**src/rtl/nn_pkg.sv**
```systemverilog
`default_nettype none
// ============================================================================
// Module      : nn_pkg
// Description : Shared state type, activation constants and ReLU/clip function
//               for the neuron layer sequencer.
//               Macro NEURON_RELU_SAT_EN: saturate positive activations at
//               ACT_MAX instead of wrapping modulo 2**ACT_W.
// Revision    : 1.0 - initial release
// ============================================================================
package nn_pkg;

    localparam int ACT_W     = 8;
    localparam int ACT_MAX   = 255;
    localparam int RELU_IN_W = 64;

    typedef enum logic [2:0] {
        IDLE  = 3'd0,
        MAC   = 3'd1,
        DRAIN = 3'd2,
        OUT   = 3'd3,
        DONE  = 3'd4
    } nn_seq_state_t;

    // acc arrives sign-extended to RELU_IN_W so any accumulator width fits.
    function automatic logic [ACT_W-1:0] relu_clip(input logic [RELU_IN_W-1:0] acc);
        logic [ACT_W-1:0] act;
        if (acc[RELU_IN_W-1] || (acc == '0)) begin
            act = '0;
        end else begin
`ifdef NEURON_RELU_SAT_EN
            if (acc[RELU_IN_W-1:ACT_W] != '0) begin
                act = ACT_W'(ACT_MAX);
            end else begin
                act = acc[ACT_W-1:0];
            end
`else
            act = acc[ACT_W-1:0];
`endif
        end
        return act;
    endfunction

endpackage
`default_nettype wire

```
**src/rtl/nn_mac_unit.sv**
```systemverilog
`default_nettype none
// ============================================================================
// Module      : nn_mac_unit
// Description : Signed multiply-accumulate: unsigned x times signed w, with a
//               bias-loading first step and plain accumulation afterwards.
// Revision    : 1.0 - initial release
// ============================================================================
module nn_mac_unit #(
    parameter int ACC_W = 24
) (
    input  logic                    clk,
    input  logic                    rst_n,
    input  logic                    load,
    input  logic                    accum,
    input  logic [7:0]              x_data,
    input  logic signed [7:0]       w_data,
    input  logic signed [7:0]       b_data,
    output logic signed [ACC_W-1:0] sum
);

    localparam int PROD_W = 17;

    logic signed [8:0]        x_ext;
    logic signed [PROD_W-1:0] prod;
    logic signed [ACC_W-1:0]  prod_ext;
    logic signed [ACC_W-1:0]  bias_ext;
    logic signed [ACC_W-1:0]  acc;

    // sum is the post-update value, so the sequencer can capture the final
    // neuron result in the same cycle the last product is added.
    always_comb begin
        x_ext    = signed'({1'b0, x_data});
        prod     = PROD_W'(x_ext) * PROD_W'(w_data);
        prod_ext = ACC_W'(prod);
        bias_ext = ACC_W'(b_data);
        sum      = load ? (bias_ext + prod_ext) : (acc + prod_ext);
    end

    always_ff @(posedge clk or negedge rst_n) begin
        if (!rst_n) begin
            acc <= '0;
        end else if (load || accum) begin
            acc <= sum;
        end
    end

endmodule
`default_nettype wire

```
**src/rtl/neuron_layer_sequencer.sv**
```systemverilog
`default_nettype none
// ============================================================================
// Module      : neuron_layer_sequencer
// Description : Time-multiplexes one MAC across all neurons of a fully
//               connected layer and streams ReLU activations out.
//               Macro NEURON_RELU_SAT_EN selects saturating activations.
// Revision    : 1.0 - initial release
// ============================================================================
module neuron_layer_sequencer
    import nn_pkg::*;
#(
    parameter int INPUT_COUNT  = 4,
    parameter int NEURON_COUNT = 4,
    parameter int ACC_W        = 24,
    localparam int XA_W = (INPUT_COUNT > 1) ? $clog2(INPUT_COUNT) : 1,
    localparam int WA_W = (INPUT_COUNT * NEURON_COUNT > 1) ? $clog2(INPUT_COUNT * NEURON_COUNT) : 1,
    localparam int NA_W = (NEURON_COUNT > 1) ? $clog2(NEURON_COUNT) : 1
) (
    input  logic              clk,
    input  logic              rst_n,
    input  logic              start,
    output logic              busy,
    output logic              done,
    output logic [XA_W-1:0]   x_addr,
    input  logic [7:0]        x_data,
    output logic [WA_W-1:0]   w_addr,
    input  logic [7:0]        w_data,
    output logic [NA_W-1:0]   b_addr,
    input  logic [7:0]        b_data,
    output logic              y_valid,
    input  logic              y_ready,
    output logic [NA_W-1:0]   y_idx,
    output logic [ACT_W-1:0]  y_data
);

    generate
        if ((ACC_W < 17 + $clog2(INPUT_COUNT) + 1) || (ACC_W > RELU_IN_W)) begin : g_acc_w_check
            $error("neuron_layer_sequencer: ACC_W out of range for INPUT_COUNT");
        end
    endgenerate

    nn_seq_state_t           state;
    nn_seq_state_t           state_next;
    logic [XA_W-1:0]         i_cnt;
    logic [NA_W-1:0]         n_cnt;
    logic [WA_W-1:0]         w_cnt;
    logic                    last_i;
    logic                    last_n;
    logic                    mac_vld;
    logic                    mac_first;
    logic signed [ACC_W-1:0] mac_sum;

    assign last_i = (i_cnt == XA_W'(INPUT_COUNT - 1));
    assign last_n = (n_cnt == NA_W'(NEURON_COUNT - 1));

    always_ff @(posedge clk or negedge rst_n) begin
        if (!rst_n) begin
            state <= IDLE;
        end else begin
            state <= state_next;
        end
    end

    always_comb begin
        state_next = state;
        case (state)
            IDLE:    if (start) state_next = MAC;
            MAC:     if (last_i) state_next = DRAIN;
            DRAIN:   state_next = OUT;
            OUT:     if (y_ready) state_next = last_n ? DONE : MAC;
            DONE:    state_next = IDLE;
            default: state_next = IDLE;
        endcase
    end

    always_comb begin
        busy    = (state != IDLE);
        done    = (state == DONE);
        y_valid = (state == OUT);
    end

    // Counters double as the memory addresses, so they hold outside MAC.
    // w_cnt steps by one across the neuron boundary: n*INPUT_COUNT+i.
    always_ff @(posedge clk or negedge rst_n) begin
        if (!rst_n) begin
            i_cnt <= '0;
            n_cnt <= '0;
            w_cnt <= '0;
        end else begin
            case (state)
                IDLE: begin
                    if (start) begin
                        i_cnt <= '0;
                        n_cnt <= '0;
                        w_cnt <= '0;
                    end
                end
                MAC: begin
                    if (!last_i) begin
                        i_cnt <= i_cnt + XA_W'(1);
                        w_cnt <= w_cnt + WA_W'(1);
                    end
                end
                OUT: begin
                    if (y_ready && !last_n) begin
                        i_cnt <= '0;
                        n_cnt <= n_cnt + NA_W'(1);
                        w_cnt <= w_cnt + WA_W'(1);
                    end
                end
                default: ;
            endcase
        end
    end

    // Memory data lags the address by one cycle; these flags follow it.
    always_ff @(posedge clk or negedge rst_n) begin
        if (!rst_n) begin
            mac_vld   <= 1'b0;
            mac_first <= 1'b0;
        end else begin
            mac_vld   <= (state == MAC);
            mac_first <= (state == MAC) && (i_cnt == '0);
        end
    end

    nn_mac_unit #(
        .ACC_W (ACC_W)
    ) u_mac (
        .clk    (clk),
        .rst_n  (rst_n),
        .load   (mac_vld && mac_first),
        .accum  (mac_vld && !mac_first),
        .x_data (x_data),
        .w_data (w_data),
        .b_data (b_data),
        .sum    (mac_sum)
    );

    always_ff @(posedge clk or negedge rst_n) begin
        if (!rst_n) begin
            y_data <= '0;
            y_idx  <= '0;
        end else if (state == DRAIN) begin
            y_data <= relu_clip(RELU_IN_W'(mac_sum));
            y_idx  <= n_cnt;
        end
    end

    assign x_addr = i_cnt;
    assign w_addr = w_cnt;
    assign b_addr = n_cnt;

endmodule
`default_nettype wire

```
**config.mk**
```make
export PLATFORM = sky130hd
export DESIGN_NAME = neuron_layer_sequencer
export DESIGN_NICKNAME = d
export VERILOG_FILES = /design/src/rtl/nn_pkg.sv /design/src/rtl/nn_mac_unit.sv /design/src/rtl/neuron_layer_sequencer.sv
export SDC_FILE = /design/constraint.sdc
export NUM_CORES = 1
export LEC_CHECK = 0
export CAP_MARGIN = 20
export CELL_PAD_IN_SITES_DETAIL_PLACEMENT = 1
export CELL_PAD_IN_SITES_GLOBAL_PLACEMENT = 2
export CORE_MARGIN = 3
export CORE_UTILIZATION = 41
export CTS_BUF_LIST = sky130_fd_sc_hd__clkbuf_4 sky130_fd_sc_hd__clkbuf_8
export DETAILED_ROUTE_END_ITERATION = 8
export PLACE_DENSITY = 0.93
export SYNTH_ARGS = -nofsm -noshare
export SYNTH_HDL_FRONTEND = slang
export SYNTH_SLANG_ARGS = --single-unit
```
**constraint.sdc**
```tcl
create_clock -name clk -period 4.28 [get_ports clk]
set_clock_uncertainty 0.05 [all_clocks]
set_input_delay 0.642 -clock clk [delete_from_list [all_inputs] [get_ports clk]]
set_output_delay 0.642 -clock clk [all_outputs]
set_load 0.02 [all_outputs]
```
==> metrics <==
failing checks negative setup slack; setup_tns -50.88 ns; Die Wd approximately 130 µm; Core ar. 14900 µm²; most used cell, CP ha_1; type of origin of the critical path primary input; Syn Inst Count 747; Max-Cap Viols 0; Critical Path AT 7.07 ns; Final setup viols 28; Area Growth Syn to Fin 57.2%; synthesized flop and latch total 47; final worst slack -2.57 ns; Initial Util 0.428; via count roughly 7900; post-synth net total around 900; Detail Placement HPWL approximately 18000 µm; placed cell count 1134; Final Net Count 1154; drt drc 0; DR pass1 iterations 5; commonest non-fill, non-tap cell in the layout buf_4; Clock Tree Root clkbuf_8; outcome finished, violations left; most frequent cells in the layout buf_4, ha_1, nand2_1, inv_1, dfrtp_1; # rows between 40 and 50; die area around 17000 µm²; synth unique cells 67; Worst-path clk slew 0.12 ns; post-layout util 0.673; hold crit path type in -> async; Port-buffer cells 48; Worst Tran Pin Value between 1 and 1.5 ns; Primary FF master, synth dfrtp_1; I/O Pins 49; Routed Antenna Nets 0; share of flip-flops with an asynchronous set or reset 1.00; grt total ovfl 0; CP peak stage delay 0.55 ns; first-pass GRT wire length 44000 µm; Mapped Area 6370 µm²; gr usage total 0.333; CP required 4.50 ns; Sink Count 47; CP Class in -> reg; syn_area_per_cell 8.53 µm²; deepest clock path buffer count 2; Die H 131 µm; sequential area share after synthesis 0.185; CP Capture Type flip-flop; WL final 36000 µm; TritonCTS clock tree done; RSZ-0062 raised after global routing yes; Slowest-stage cell, CP or4_1; Synth Warn # 0; initial antenna violation count 1; Max Transition Viols Final 0; initial drt markers 665; min Tclk post-route 6.85 ns; hold slack roughly 0.24 ns; f_max 146 MHz; final count of hold timing violations 0; vias in the first global route 8128; # hold bufs at CTS 0; H-tree depth 2; CTS Buf Count 5; worst-path fanout max 7; wire per inst 30.4 µm; layout cell share with drive strength beyond 1 0.424; Vias/cell 6.69; routability cong. 1.01; # diodes 0; clk_lat worst skew 0.34 ns; largest net degree at the start of global routing 29; headroom to the max-slew limit 0.262; fin cells 1183; Final Cycle Share 1.60; EDFF count, synth 0
per-layer routing:
layer	GRT usage	up-vias	share of wire
met5	0	-	0.00033
met4	0.179	2	0.11
met3	0.0451	306	0.072
met2	0.623	596	0.49
met1	0.361	3858	0.34
li1	-	3157	-
synth_stat cells, types with 15 or more instances:
cell type  number  area, µm²
xnor2_1        27        236
nor3_1         23        115
inv_1          67        251
and2_1         44        275
clkbuf_1       15       56.3
ha_1           89       1110
a21oi_1        54        270
nand3_1        18       90.1
o21ai_0        33        165
a21o_1         18        135
nand2_1        67        251
nor2_1         44        165
fa_1           39        781
dfrtp_1        47       1180
per-stage QoR:
stage	instance area, µm²	setup WS [ns]
finish	10000	-2.57
global route	10000	-2.69
CTS	9350	-2.11
detailed placement	8590	-3.17
global placement	8570	-2.85
floorplan	6660	-1.95
worst paths after layout:
path	cells after the start	startpoint	endpoint	slack [ns]
worst min register to register	2	y_idx[0]	y_idx[0]	0.47
min in group clk	2	y_idx[0]	y_idx[0]	0.47
max in group asynchronous	2	rst_n	state[0]	3.34
worst max register to register	8	mac_vld	y_data[4]	1.10
worst min-delay path	1	rst_n	y_data[3]	0.24
worst max-delay path	29	x_data[5]	y_data[5]	-2.57
timing repair:
action | in CTS | in global routing
gates resized for setup | 163 | 112
pin swaps | 90 | 85
setup buffers | 22 | 23
gates cloned | 1 | 0
endpoints found under the setup margin | 28 | 28
state kept, by name (all words and copies together) (netlist names):
name       cells
u_mac.acc     24
y_data         8
b_addr         2
state          3
w_addr         4
mac_vld        1
mac_first      1
y_idx          2
x_addr         2
critical path, delay by kind of cell:
family	cells	cell delay, ns
xor gates and xnor gates	2	0.27
buffers and inverters	7	0.75
and+or+nand+nor	7	1.62
AOI/OAI and AO/OA	7	1.52
adders and majority gates	6	2.26
cell type report:
type,count,area (µm²)
fillers,1595,4850
inverters,69,270
multi-input cells,615,6080
well taps,184,230
clock buffers,7,90.1
clock inverters,1,8.76
repair buffers,260,2150
flip-flops and latches,47,1180
logic make-up after synthesis:
family | after synthesis | share of synthesized area
multiplexers | 11 | 0.0183
adder cells (fa/ha/maj) | 128 | 0.297
AND/OR/NAND/NOR | 248 | 0.196
flip-flops | 47 | 0.185
buffers and inverters | 86 | 0.0525
XOR/XNOR | 40 | 0.0562
AO/OA/AOI/OAI | 187 | 0.195
Power of run 1 is left out: the tool's default activity adds up to more than one toggle a clock period on the data nets, which glitch-free logic cannot reach.
